`src/rtl/load_store_unit.sv`:
```
`default_nettype none
// ============================================================================
// Module   : load_store_unit
// Summary  : Single-outstanding load/store stage with an ADDR/DATA bus cycle
//            and sign/zero extension of load data. Optional misalignment trap
//            is enabled by defining LSU_MISALIGN_TRAP_EN.
// Revision : 1.0 - initial release
// ============================================================================
module load_store_unit #(
    parameter logic [31:0] IDLE_ADDR = 32'h0000_0000
) (
    input  logic        clk,
    input  logic        rst_n,
    input  logic        req_valid,
    output logic        req_ready,
    input  logic [31:0] req_addr,
    input  logic [1:0]  req_size,
    input  logic        req_write,
    input  logic        req_unsigned,
    input  logic [31:0] req_wdata,
    output logic        resp_valid,
    input  logic        resp_ready,
    output logic [31:0] resp_rdata,
    output logic        resp_fault,
    output logic [31:0] bus_addr,
    output logic [1:0]  bus_size,
    output logic        bus_rw,
    output logic [31:0] bus_wdata,
    output logic        bus_wdata_oe,
    input  logic [31:0] bus_rdata,
    output logic        perf_inc
);

    localparam logic [1:0] c_SIZE_NOP  = 2'b00;
    localparam logic [1:0] c_SIZE_BYTE = 2'b01;
    localparam logic [1:0] c_SIZE_HALF = 2'b10;
    localparam logic [1:0] c_SIZE_WORD = 2'b11;

    typedef enum logic [1:0] {
        S_IDLE = 2'd0,
        S_ADDR = 2'd1,
        S_DATA = 2'd2,
        S_RESP = 2'd3
    } state_t;

    state_t      r_state;
    logic [1:0]  r_size;
    logic        r_write;
    logic        r_unsigned;

    logic        w_fault;
    logic [31:0] w_bus_addr;
    logic [31:0] w_ext_rdata;

`ifdef LSU_MISALIGN_TRAP_EN
    assign w_fault    = ((req_size == c_SIZE_HALF) && req_addr[0]) ||
                        ((req_size == c_SIZE_WORD) && (req_addr[1:0] != 2'b00));
    assign w_bus_addr = req_addr;
`else
    // Halves drop addr[0], words drop addr[1:0]; bytes pass through.
    assign w_fault    = 1'b0;
    assign w_bus_addr = {req_addr[31:2],
                         req_addr[1] & (req_size != c_SIZE_WORD),
                         req_addr[0] & ~req_size[1]};
`endif

    always_comb begin
        w_ext_rdata = bus_rdata;
        case (r_size)
            c_SIZE_BYTE: w_ext_rdata = {{24{~r_unsigned & bus_rdata[7]}},  bus_rdata[7:0]};
            c_SIZE_HALF: w_ext_rdata = {{16{~r_unsigned & bus_rdata[15]}}, bus_rdata[15:0]};
            default:     w_ext_rdata = bus_rdata;
        endcase
    end

    always_ff @(posedge clk) begin
        if (!rst_n) begin
            r_state      <= S_IDLE;
            r_size       <= c_SIZE_NOP;
            r_write      <= 1'b0;
            r_unsigned   <= 1'b0;
            req_ready    <= 1'b1;
            resp_valid   <= 1'b0;
            resp_rdata   <= '0;
            resp_fault   <= 1'b0;
            perf_inc     <= 1'b0;
            bus_addr     <= IDLE_ADDR;
            bus_size     <= c_SIZE_NOP;
            bus_rw       <= 1'b1;
            bus_wdata    <= '0;
            bus_wdata_oe <= 1'b0;
        end else begin
            case (r_state)
                S_IDLE: begin
                    if (req_valid) begin
                        r_size     <= req_size;
                        r_write    <= req_write;
                        r_unsigned <= req_unsigned;
                        req_ready  <= 1'b0;
                        if ((req_size == c_SIZE_NOP) || w_fault) begin
                            // No bus cycle: answer directly with empty data.
                            r_state    <= S_RESP;
                            resp_valid <= 1'b1;
                            resp_rdata <= '0;
                            resp_fault <= w_fault;
                            perf_inc   <= 1'b0;
                        end else begin
                            r_state      <= S_ADDR;
                            bus_addr     <= w_bus_addr;
                            bus_size     <= req_size;
                            bus_rw       <= req_write;
                            bus_wdata_oe <= req_write;
                            bus_wdata    <= req_write ? req_wdata : '0;
                        end
                    end
                end
                S_ADDR: begin
                    // Hold phase keeps rw high so a read strobe is seen only once.
                    r_state      <= S_DATA;
                    bus_rw       <= 1'b1;
                    bus_wdata_oe <= 1'b0;
                    bus_wdata    <= '0;
                end
                S_DATA: begin
                    r_state      <= S_RESP;
                    bus_addr     <= IDLE_ADDR;
                    bus_size     <= c_SIZE_NOP;
                    bus_rw       <= 1'b1;
                    bus_wdata_oe <= 1'b0;
                    bus_wdata    <= '0;
                    resp_valid   <= 1'b1;
                    resp_rdata   <= r_write ? 32'h0 : w_ext_rdata;
                    resp_fault   <= 1'b0;
                    perf_inc     <= 1'b1;
                end
                S_RESP: begin
                    perf_inc <= 1'b0;
                    if (resp_ready) begin
                        r_state    <= S_IDLE;
                        resp_valid <= 1'b0;
                        req_ready  <= 1'b1;
                    end
                end
                default: begin
                    r_state   <= S_IDLE;
                    req_ready <= 1'b1;
                end
            endcase
        end
    end

endmodule
`default_nettype wire

```
`config.mk`:
```
export PLATFORM = sky130hd
export DESIGN_NAME = load_store_unit
export DESIGN_NICKNAME = d
export VERILOG_FILES = /design/src/rtl/load_store_unit.sv
export SDC_FILE = /design/constraint.sdc
export NUM_CORES = 1
export LEC_CHECK = 0
export CORE_MARGIN = 1
export CORE_UTILIZATION = 40
export CTS_CLUSTER_SIZE = 24
export DETAILED_ROUTE_END_ITERATION = 8
export PLACE_DENSITY = 0.8
export SETUP_SLACK_MARGIN = 0.05
export SKIP_CTS_REPAIR_TIMING = 1
export SLEW_MARGIN = 20
export SYNTH_ARGS = -nofsm -noshare
export SYNTH_HDL_FRONTEND = slang
export SYNTH_SLANG_ARGS = --single-unit
```
`constraint.sdc`:
```
create_clock -name clk -period 2.29 [get_ports clk]
set_clock_uncertainty 0.1 [all_clocks]
set_input_delay 0.229 -clock clk [delete_from_list [all_inputs] [get_ports clk]]
set_output_delay 0.229 -clock clk [all_outputs]
set_load 0.03 [all_outputs]
```
==> impl_metrics.ini <==
[floorplan]
rows = 37
fp.dieH_um = 104.9
core_area_um2 = 10280
boundaryPins = 208
dieWidth_um = 104.9
die-area_um2 = 11010
start_util_pct = 41.25

[route]
wire_per_inst_um = 16.11
ant_nets = 0
vias_per_cell = 5.237
totalWireLength_um = 11910
via_count = 3870
drt_iter0_markers = 199
drc_errors = 0
first_pass_iters = 5

[synth]
synth_top_area_share_pct = 51.48
synth_fp_nets = 514
yosysTopAreaCell = dfxtp_1
synth_seq_cells = 109
synth.avg_cell_area_um2 = 10.47
yosys_warnings = 0
syn_inst = 405
synth_area_leaders = dfxtp_1 (51%), a22o_1 (8.3%), a21oi_1 (5.9%), nand3b_1 (5.3%), nand3_1 (4.6%)
synth_seq_area_share_pct = 51.48
synthesis.area_um2 = 4239
synth_cell_type_count = 44

[pwr]
p_leak_nw = 2.350
power.density_nw_per_um2 = 946.7
max-vdd-ir-drop_mv = 0.4845

[clock_network]
cts.sinks = 109
cts-root-buf = clkbuf_8
clk_latency_ns = 0.36
cts_max_path_buffers = 2
htree_levels = 3
cts-buffers-inserted = 9
tritoncts = built
clk_pin_slew_ns = 0.11

[finish]
layout_commonest_cell = clkdlybuf4s50_1
fin_area_um2 = 6550
layoutNonFillerInstCount = 739
final_cell_mix = clkdlybuf4s50_1 (206), dfxtp_1 (109), a21oi_1 (50)
nNetsFinal = 707
synthToLayoutAreaGrowth_pct = 54.52
fill_cells = 876
antenna_cells = 0
drive_gt1_share_pct = 6.965

[global_routing]
grt-ovfl-total = 0
grt_pass1_wl_um = 18930
grt_antenna_before_repair = 0
grt_max_degree = 43
grtUsageTotal_pct = 21.47
grt_pass1_vias = 3732

[worst_setup_path]
worstPathArrival_ns = 2.25
rrSetupSlack_ns = 0.25
crit_path_start_kind = flip-flop
worst-setup-path-type = flip-flop to flip-flop
r2r_start = r_state[1]
reg2reg_to = bus_wdata[13]
reg2regPathDepth = 6
required_ns = 2.51
endpoint_kind = flip-flop
worstPathMaxFanout = 34

[timing]
setup_tns_ns = 0
max_freq_mhz = 491.3
rsz0062_at_grt = no
slew_viol_final = 0
setup_viol = 0
fin_crit_sh_pct = 88.88
fin_crit_ns = 2.035
tightestPinTransition_ns = 0.6671
hold_viol = 0
slew_headroom_pct = 55.49

[placement]
placed_cells = 722
dpl.hpwl_um = 8360
placed_cell_area_um2 = 6329
port_buffers = 206
place_congestion = 0.7672

[worst_hold_path]
min_to = r_unsigned
hold_path.startpoint = req_unsigned
holdPathStages = 3
hp-class = input port to flip-flop

[run_status]
outcome = finished clean

[job]
max_cap_violations = 0
==> metal layers <==
metal | wire (um) | track usage, % | vias up
met5 | 0 | 0 | -
met4 | 304 | 9.054 | 0
met3 | 809 | 5.115 | 22
met2 | 5767 | 35.29 | 139
met1 | 5025 | 26.89 | 1829
li1 | - | - | 1880
==> power by group <==
part           switching [mW]  total, mW  internal [mW]  leakage, nW
Clock                   0.680       1.20          0.520        0.105
Combinational            1.50       2.62           1.13         1.36
Sequential              0.176       2.38           2.20        0.885
Total                    2.35       6.20           3.85         2.35
==> cells by family after synthesis <==
kind of cell | count (synthesis) | share of synthesized area (%)
buffers and inverters | 45 | 6.611
adder cells (fa/ha/maj) | 5 | 1.476
AO/OA/AOI/OAI | 130 | 23.05
AND/OR/NAND/NOR | 115 | 17.30
other | 1 | 0.08846
flip-flops | 109 | 51.48
==> cell type report <==
type | count | area [um2] | share of cell area [%]
Inverter | 5 | 18.77 | 0.2865
Tap cell | 136 | 170.2 | 2.598
Clock buffer | 9 | 123.9 | 1.891
Sequential cell | 109 | 2182 | 33.31
Clock inverter | 7 | 78.83 | 1.203
Timing Repair Buffer | 222 | 2190 | 33.43
Multi-Input combinational cell | 251 | 1787 | 27.28
==> sequential cells by signal (all words and copies together), names as in the netlist <==
signal and flops:
r_unsigned 1, resp_valid 1, req_ready 1, r_size 2, r_state 2, bus_addr 32
perf_inc 1, resp_rdata 32, bus_size 2, bus_wdata 32, r_write 1, bus_rw 1
bus_wdata_oe 1
==> critical path, cell delays in order (launching register included) <==
cell	delay (ns)
dfxtp_1	0.36
inv_1	0.08
ha_1	0.17
o211a_1	0.22
buf_4	0.35
and3_4	0.48
a22o_1	0.22
==> worst max path at each step <==
stage | start | end | slack (ns) | cells past startpoint
2_1_floorplan | r_state[0] | bus_wdata[10] | 0.51 | 8
3_3_place_gp | req_size[1] | bus_wdata[26] | 0.07 | 4
3_5_place_dp | req_size[1] | bus_wdata[13] | -0.02 | 4
4_1_cts | r_state[1] | bus_wdata[13] | -0.02 | 5
5_1_grt | r_state[1] | bus_wdata[13] | 0.14 | 6
6_report | r_state[1] | bus_wdata[13] | 0.25 | 6
==> cell usage after synthesis (all sizes together) <==
library cell and count:
a31oi 2, and3 2, nand3b 30, nand2 7, a211oi 2, a32o 16
nor4bb 1, o21bai 2, a32oi 2, nor2b 2, clkbuf 13, nand3 39
nor2 4, a311oi 1, a211o 1, o2bb2ai 8, o21ai 2, a22o 40
conb 1, and3b 1, o211a 1, inv 5, nand4b 1, or4b 1
nand4bb 2, a21o 1, nand2b 21, ha 5, a22oi 1, or2 1
dfxtp 109, nor3 3, a21oi 50, buf 27, o211ai 1
==> through the flow <==
stage / utilization (%) / total power [mW] / worst slack, ns / hold WS (ns)
after floorplan: - / 4.065 / 0.5150 / 0.2052
after global placement: 61.58 / 4.952 / 0.06556 / 0.3447
after detailed placement: 61.58 / 5.026 / -0.01697 / 0.3488
after CTS: 63.55 / 6.234 / -0.02121 / 0.3168
after global routing: 63.73 / 6.548 / 0.1428 / 0.3142
final: 63.73 / 6.201 / 0.2547 / 0.3255
No activity file was read; power rests on OpenSTA's default activity.
